$ cat config.mk
export PLATFORM = sky130hd
export DESIGN_NAME = step_dir_decoder_flat
export DESIGN_NICKNAME = d
export VERILOG_FILES = /design/src/rtl/step_dir_decoder_if.sv /design/src/rtl/step_dir_decoder.sv /design/src/flat_wrapper.sv
export SDC_FILE = /design/constraint.sdc
export NUM_CORES = 1
export LEC_CHECK = 0
export ABC_AREA = 1
export CORE_MARGIN = 3
export CORE_UTILIZATION = 45
export CTS_BUF_LIST = sky130_fd_sc_hd__clkbuf_2
export DETAILED_ROUTE_END_ITERATION = 6
export GPL_TIMING_DRIVEN = 0
export PLACE_DENSITY = 0.66
export SLEW_MARGIN = 10
export SYNTH_ARGS = -nofsm -noshare
export SYNTH_HDL_FRONTEND = slang
export SYNTH_SLANG_ARGS = --single-unit
$ cat constraint.sdc
create_clock -name clk -period 5.4 [get_ports clk]
set_input_delay 1.08 -clock clk [delete_from_list [all_inputs] [get_ports clk]]
set_output_delay 1.08 -clock clk [all_outputs]
set_load 0.005 [all_outputs]
$ cat src/rtl/step_dir_decoder_if.sv
// Step/dir decoder bundle: raw step/dir inputs, position controls and
// decoded motion status outputs.
interface step_dir_decoder_if;
  logic        step_in;
  logic        dir_in;
  logic        clear_pos;
  logic        load_pos;
  logic [31:0] load_value;
  logic        err_clear;
  logic [31:0] position;
  logic        step_strobe;
  logic        direction;
  logic [31:0] step_period;
  logic        moving;
  logic        glitch_err;
  logic        dir_err;

  modport slave (
    input  step_in, dir_in, clear_pos, load_pos,
    input  load_value, err_clear,
    output position, step_strobe, direction,
    output step_period, moving, glitch_err, dir_err
  );

  modport master (
    output step_in, dir_in, clear_pos, load_pos,
    output load_value, err_clear,
    input  position, step_strobe, direction,
    input  step_period, moving, glitch_err, dir_err
  );
endinterface

$ cat src/rtl/step_dir_decoder.sv
// Step/dir decoder: synchronizes async step/dir, qualifies pulse width and
// dir setup, and tracks position, step period and motion state.
module step_dir_decoder #(
  parameter int MIN_PULSE    = 2,
  parameter int DIR_SETUP    = 2,
  parameter int IDLE_TIMEOUT = 1000000
) (
  input logic                clk,
  input logic                rst_n,
  step_dir_decoder_if.slave  bus
);

  localparam logic [15:0] MIN_W   = 16'(MIN_PULSE);
  localparam logic [15:0] SETUP_W = 16'(DIR_SETUP);
  localparam logic [31:0] IDLE_W  = 32'(IDLE_TIMEOUT);

  typedef enum logic {LOW, HIGH} state_t;

  state_t      state;
  state_t      state_nxt;
  logic        step_s1;
  logic        step_s2;
  logic        dir_s1;
  logic        dir_s2;
  logic        dir_prev;
  logic [1:0]  valid_sr;
  logic        armed;
  logic [15:0] high_cnt;
  logic [15:0] dir_cnt;
  logic        pend_dir;
  logic [31:0] period_cnt;
  logic [31:0] acc_pos;
  logic        strobe;
  logic        last_dir;
  logic [31:0] period;
  logic        move;
  logic        glitch_flag;
  logic        dir_flag;

  logic        dir_chg;
  logic [15:0] dir_eff;
  logic        rise;
  logic        fall;
  logic        accept;
  logic        glitch;
  logic        dir_bad;
  logic [31:0] pos_nxt;

  // Event detection; rise needs a real low seen since reset (armed)
  always_comb begin
    dir_chg = dir_s2 ^ dir_prev;
    dir_eff = dir_chg ? 16'd0 : dir_cnt;
    rise    = (state == LOW) && valid_sr[1] && armed && step_s2;
    fall    = (state == HIGH) && !step_s2;
    accept  = fall && (high_cnt >= MIN_W);
    glitch  = fall && !accept;
    dir_bad = (rise && (dir_eff < SETUP_W))
           || ((state == HIGH) && step_s2 && dir_chg);
    pos_nxt = acc_pos;
    if (bus.clear_pos)
      pos_nxt = 32'd0;
    else if (bus.load_pos)
      pos_nxt = bus.load_value;
    else if (accept)
      pos_nxt = pend_dir ? acc_pos - 32'd1 : acc_pos + 32'd1;
  end

  // Step FSM next-state
  always_comb begin
    state_nxt = state;
    unique case (state)
      LOW:  if (rise) state_nxt = HIGH;
      HIGH: if (!step_s2) state_nxt = LOW;
      default: state_nxt = LOW;
    endcase
  end

  // Step FSM state register
  always_ff @(posedge clk) begin
    if (!rst_n) state <= LOW;
    else        state <= state_nxt;
  end

  // Synchronizers, width/setup counters and pending direction
  always_ff @(posedge clk) begin
    if (!rst_n) begin
      step_s1  <= 1'b0;
      step_s2  <= 1'b0;
      dir_s1   <= 1'b0;
      dir_s2   <= 1'b0;
      dir_prev <= 1'b0;
      valid_sr <= 2'b00;
      armed    <= 1'b0;
      high_cnt <= 16'd0;
      dir_cnt  <= 16'd0;
      pend_dir <= 1'b0;
    end else begin
      step_s1  <= bus.step_in;
      step_s2  <= step_s1;
      dir_s1   <= bus.dir_in;
      dir_s2   <= dir_s1;
      dir_prev <= dir_s2;
      valid_sr <= {valid_sr[0], 1'b1};
      if (valid_sr[1] && !step_s2)
        armed <= 1'b1;
      if (rise) begin
        pend_dir <= dir_s2;
        high_cnt <= 16'd1;
      end else if ((state == HIGH) && step_s2 && (high_cnt != 16'hFFFF)) begin
        high_cnt <= high_cnt + 16'd1;
      end
      if (dir_chg)
        dir_cnt <= 16'd0;
      else if (dir_cnt != 16'hFFFF)
        dir_cnt <= dir_cnt + 16'd1;
    end
  end

  // Position, strobe, period/motion tracking and sticky errors
  always_ff @(posedge clk) begin
    if (!rst_n) begin
      acc_pos     <= 32'd0;
      strobe      <= 1'b0;
      last_dir    <= 1'b0;
      period_cnt  <= 32'd0;
      period      <= 32'd0;
      move        <= 1'b0;
      glitch_flag <= 1'b0;
      dir_flag    <= 1'b0;
    end else begin
      acc_pos <= pos_nxt;
      strobe  <= accept;
      if (accept) begin
        last_dir   <= pend_dir;
        period_cnt <= 32'd1;
        period     <= move ? period_cnt : 32'd0;
        move       <= 1'b1;
      end else begin
        if (period_cnt != 32'hFFFF_FFFF)
          period_cnt <= period_cnt + 32'd1;
        if (period_cnt == IDLE_W) begin
          move   <= 1'b0;
          period <= 32'd0;
        end
      end
      glitch_flag <= glitch || (glitch_flag && !bus.err_clear);
      dir_flag    <= dir_bad || (dir_flag && !bus.err_clear);
    end
  end

  assign bus.position    = acc_pos;
  assign bus.step_strobe = strobe;
  assign bus.direction   = last_dir;
  assign bus.step_period = period;
  assign bus.moving      = move;
  assign bus.glitch_err  = glitch_flag;
  assign bus.dir_err     = dir_flag;

endmodule

$ cat src/flat_wrapper.sv
// flat-port wrapper written by rule: the top's interface ports become plain ports
module step_dir_decoder_flat 
#(
  parameter int MIN_PULSE    = 2,
  parameter int DIR_SETUP    = 2,
  parameter int IDLE_TIMEOUT = 1000000
)
  (clk, rst_n, bus_step_in, bus_dir_in, bus_clear_pos, bus_load_pos, bus_load_value, bus_err_clear, bus_position, bus_step_strobe, bus_direction, bus_step_period, bus_moving, bus_glitch_err, bus_dir_err);
  step_dir_decoder_if bus_i ();
  input logic clk;
  input logic rst_n;
  input wire logic [$bits(bus_i.step_in)-1:0] bus_step_in;
  input wire logic [$bits(bus_i.dir_in)-1:0] bus_dir_in;
  input wire logic [$bits(bus_i.clear_pos)-1:0] bus_clear_pos;
  input wire logic [$bits(bus_i.load_pos)-1:0] bus_load_pos;
  input wire logic [$bits(bus_i.load_value)-1:0] bus_load_value;
  input wire logic [$bits(bus_i.err_clear)-1:0] bus_err_clear;
  output wire logic [$bits(bus_i.position)-1:0] bus_position;
  output wire logic [$bits(bus_i.step_strobe)-1:0] bus_step_strobe;
  output wire logic [$bits(bus_i.direction)-1:0] bus_direction;
  output wire logic [$bits(bus_i.step_period)-1:0] bus_step_period;
  output wire logic [$bits(bus_i.moving)-1:0] bus_moving;
  output wire logic [$bits(bus_i.glitch_err)-1:0] bus_glitch_err;
  output wire logic [$bits(bus_i.dir_err)-1:0] bus_dir_err;
  assign bus_i.step_in = bus_step_in;
  assign bus_i.dir_in = bus_dir_in;
  assign bus_i.clear_pos = bus_clear_pos;
  assign bus_i.load_pos = bus_load_pos;
  assign bus_i.load_value = bus_load_value;
  assign bus_i.err_clear = bus_err_clear;
  assign bus_position = bus_i.position;
  assign bus_step_strobe = bus_i.step_strobe;
  assign bus_direction = bus_i.direction;
  assign bus_step_period = bus_i.step_period;
  assign bus_moving = bus_i.moving;
  assign bus_glitch_err = bus_i.glitch_err;
  assign bus_dir_err = bus_i.dir_err;
  step_dir_decoder #(.MIN_PULSE(MIN_PULSE), .DIR_SETUP(DIR_SETUP), .IDLE_TIMEOUT(IDLE_TIMEOUT)) u_core (.clk(clk), .rst_n(rst_n), .bus(bus_i));
endmodule
==> flow_metrics.py <==
metrics = {
    "outcome": {
        "outcome": "finished clean",
    },
    "drt": {
        "via_per_inst": 4.93,
        "num_vias": 9212,
        "drc_errors": 0,
        "post_drt_wl_per_cell_um": 13.7,
        "routed_wl_um": 25500,
        "first_iter_violations": 522,
        "first_pass_iters": 5,
        "ant_nets": 0,
    },
    "timing": {
        "hold_slack_ns": 0.438,
        "finalSetupViolCount": 0,
        "slew_headroom": 0.456,
        "fin_crit_ns": 2.90,
        "rsz0062_at_grt": "no",
        "drv_slew": 0,
        "fin_crit_sh": 0.538,
        "finalWorstSetupSlack_ns": 2.50,
        "fin_skew_ns": 0.0404,
        "tightest_slew_ns": 0.815,
        "finalSetupTns_ns": 0,
        "final-hold-violation-count": 0,
        "fmax_mhz": 344,
    },
    "place": {
        "io_buffer_count": 106,
        "place_ws_ns": 2.35,
        "place_inst": 1833,
        "dp_hpwl_um": 19900,
        "place.gp.congestion": 0.957,
    },
    "critical_path": {
        "startpoint_type": "flop",
        "end_kind": "output port",
        "slowest_delay_ns": 0.56,
        "critPathArrivalTime_ns": 1.82,
        "critPathKind": "flop to output port",
        "crit_chain": "clkdlybuf4s50_1",
        "cp_slowest_cell": "clkdlybuf4s50_1",
        "crit_required_ns": 4.32,
        "path_buf_inv": 1,
        "cpLargestDelayFamily": "buffers and inverters",
        "cp_max_fo": 6,
    },
    "die": {
        "fp-row-count": 51,
        "initial_core_util": 0.466,
        "ios": 108,
        "die_x_um": 149,
        "die_area_sq_um": 22300,
        "die_h_um": 149,
        "coreArea_sq_um": 19800,
    },
    "clocking": {
        "ctsHoldBuffers": 0,
        "cts_tree": "yes",
        "ctsRootBufferMaster": "clkbuf_2",
        "cts_resized": 0,
        "cts_buffers": 17,
        "cts_sinks": 143,
        "clockBufferDepth": 2,
        "postCtsSetupBuffers": 0,
        "clk_latency_ns": 0.73,
        "cts-htree-levels": 4,
        "clk_pin_slew_ns": 0.22,
    },
    "flow_run": {
        "cap_violations": 0,
    },
    "power_and_ir_drop": {
        "p_per_area_nw_per_um2": 174,
        "vdd_ir_drop_max_mv": 0.123,
        "leakage_nw": 5.18,
        "finalPower_mw": 1.89,
    },
    "global_route": {
        "grt_max_degree": 34,
        "grt_pass1_wl_um": 41700,
        "grt_pass1_vias": 8432,
        "track_usage": 0.231,
        "antenna_found_initial": 1,
        "gr-total-overflow": 0,
    },
    "synthesis": {
        "syn_avg_cell_area_sq_um": 6.33,
        "async_reset_ff_frac": 0,
        "synth_top_area_share": 0.310,
        "synth_area_leaders": "dfxtp_1 31%, nand2_1 18%, inv_1 10%",
        "synth_nets": 1537,
        "ys_seq_elements": 143,
        "ys_types": 46,
        "syn-instance-count": 1462,
        "yosysWarnings": 0,
        "synth.cell_area_sq_um": 9250,
        "synthFlopType": "dfxtp_1",
        "yosysTopAreaCell": "dfxtp_1",
        "synth_enable_flop_cells": 0,
        "yosysSeqAreaShare": 0.310,
    },
    "layout": {
        "fin_cells": 1867,
        "nets": 1662,
        "area_growth_pct": 17.8,
        "drive_gt1_frac": 0.0688,
    },
    "min_path": {
        "hold_class": "flop to flop",
    },
}
## path summary, 6_finish.rpt
check	start	slack [ns]	endpoint	depth (start not counted)
min	u_core.valid_sr[0]	0.44	u_core.valid_sr[1]	2
max	u_core.bus.position[0]	2.50	bus_position[0]	1
min reg2reg	u_core.valid_sr[0]	0.44	u_core.valid_sr[1]	2
max reg2reg	u_core.pend_dir	2.82	u_core.bus.position[11]	10
## metal layers
layer / vias up / global-route usage / part of all wire
met4: 0 / 0.0467 / 0.0084
met2: 245 / 0.367 / 0.44
li1: 4879 / - / -
met1: 4069 / 0.336 / 0.50
met5: - / 0 / 0
met3: 19 / 0.0340 / 0.056
## power breakdown
group	leakage, nW	switching [mW]	internal (mW)	total [mW]
Combinational	3.88	0.0824	0.0688	0.151
Clock	0.139	0.436	0.218	0.653
Sequential	1.16	0.0154	1.07	1.09
Total	5.18	0.533	1.36	1.89
## cells in the mapped netlist, types with 12 or more instances
library cell,count
nand3_1,122
clkbuf_1,16
a21oi_2,16
dfxtp_1,143
ha_1,35
xor2_1,33
a21oi_1,92
nor2_1,105
nor4_1,12
nor3_1,29
o21ai_0,27
inv_1,248
nand2_1,444
nand4_1,17
## through the flow
step | util | instance area (sq um)
after floorplan | - | 9250
after global placement | 0.536 | 10600
after detailed placement | 0.536 | 10600
after CTS | 0.549 | 10900
after global routing | 0.549 | 10900
final | 0.549 | 10900
## logic make-up (layout without fill, tap and decap cells)
group,count (synthesis),count (layout),share of synthesized area
simple gates,780,780,0.372
buf+inv,292,430,0.126
compound gates,168,168,0.102
flops,143,143,0.310
xor+xnor,43,43,0.0407
fa+ha+maj,36,36,0.0495
other cells,0,2,0
## flip-flops by register name, summed over array words and instances, names as in the netlist
register	flops
u_core.dir_prev	1
u_core.step_s1	1
u_core.bus.moving	1
u_core.bus.glitch_err	1
u_core.armed	1
u_core.step_s2	1
u_core.dir_s2	1
u_core.bus.dir_err	1
u_core.pend_dir	1
u_core.state	1
u_core.bus.position	32
u_core.dir_cnt	16
u_core.bus.direction	1
u_core.high_cnt	16
u_core.valid_sr	2
u_core.bus.step_strobe	1
u_core.dir_s1	1
u_core.bus.step_period	32
u_core.period_cnt	32
## cells in the final DEF (no fill, tap or decap), drive strengths merged, types with 33 or more instances in the layout
| master | count |
|---|---|
| a21oi | 108 |
| clkbuf | 33 |
| clkdlybuf4s50 | 106 |
| dfxtp | 143 |
| ha | 35 |
| inv | 258 |
| nand2 | 448 |
| nand3 | 133 |
| nor2 | 112 |
| nor3 | 36 |
| o21ai | 37 |
| xor2 | 33 |
## area by class of cell
| class | count | area, sq um |
|---|---|---|
| Multi-Input combinational cell | 1027 | 5220 |
| Clock inverter | 15 | 160 |
| Clock buffer | 17 | 85.1 |
| Inverter | 257 | 965 |
| Timing Repair Buffer | 106 | 1060 |
| Fill cell | 2106 | 8950 |
| Sequential cell | 143 | 2860 |
| Antenna cell | 2 | 5.00 |
| Buffer | 35 | 201 |
| Tap cell | 265 | 332 |
No activity file was read; power rests on OpenSTA's default activity.
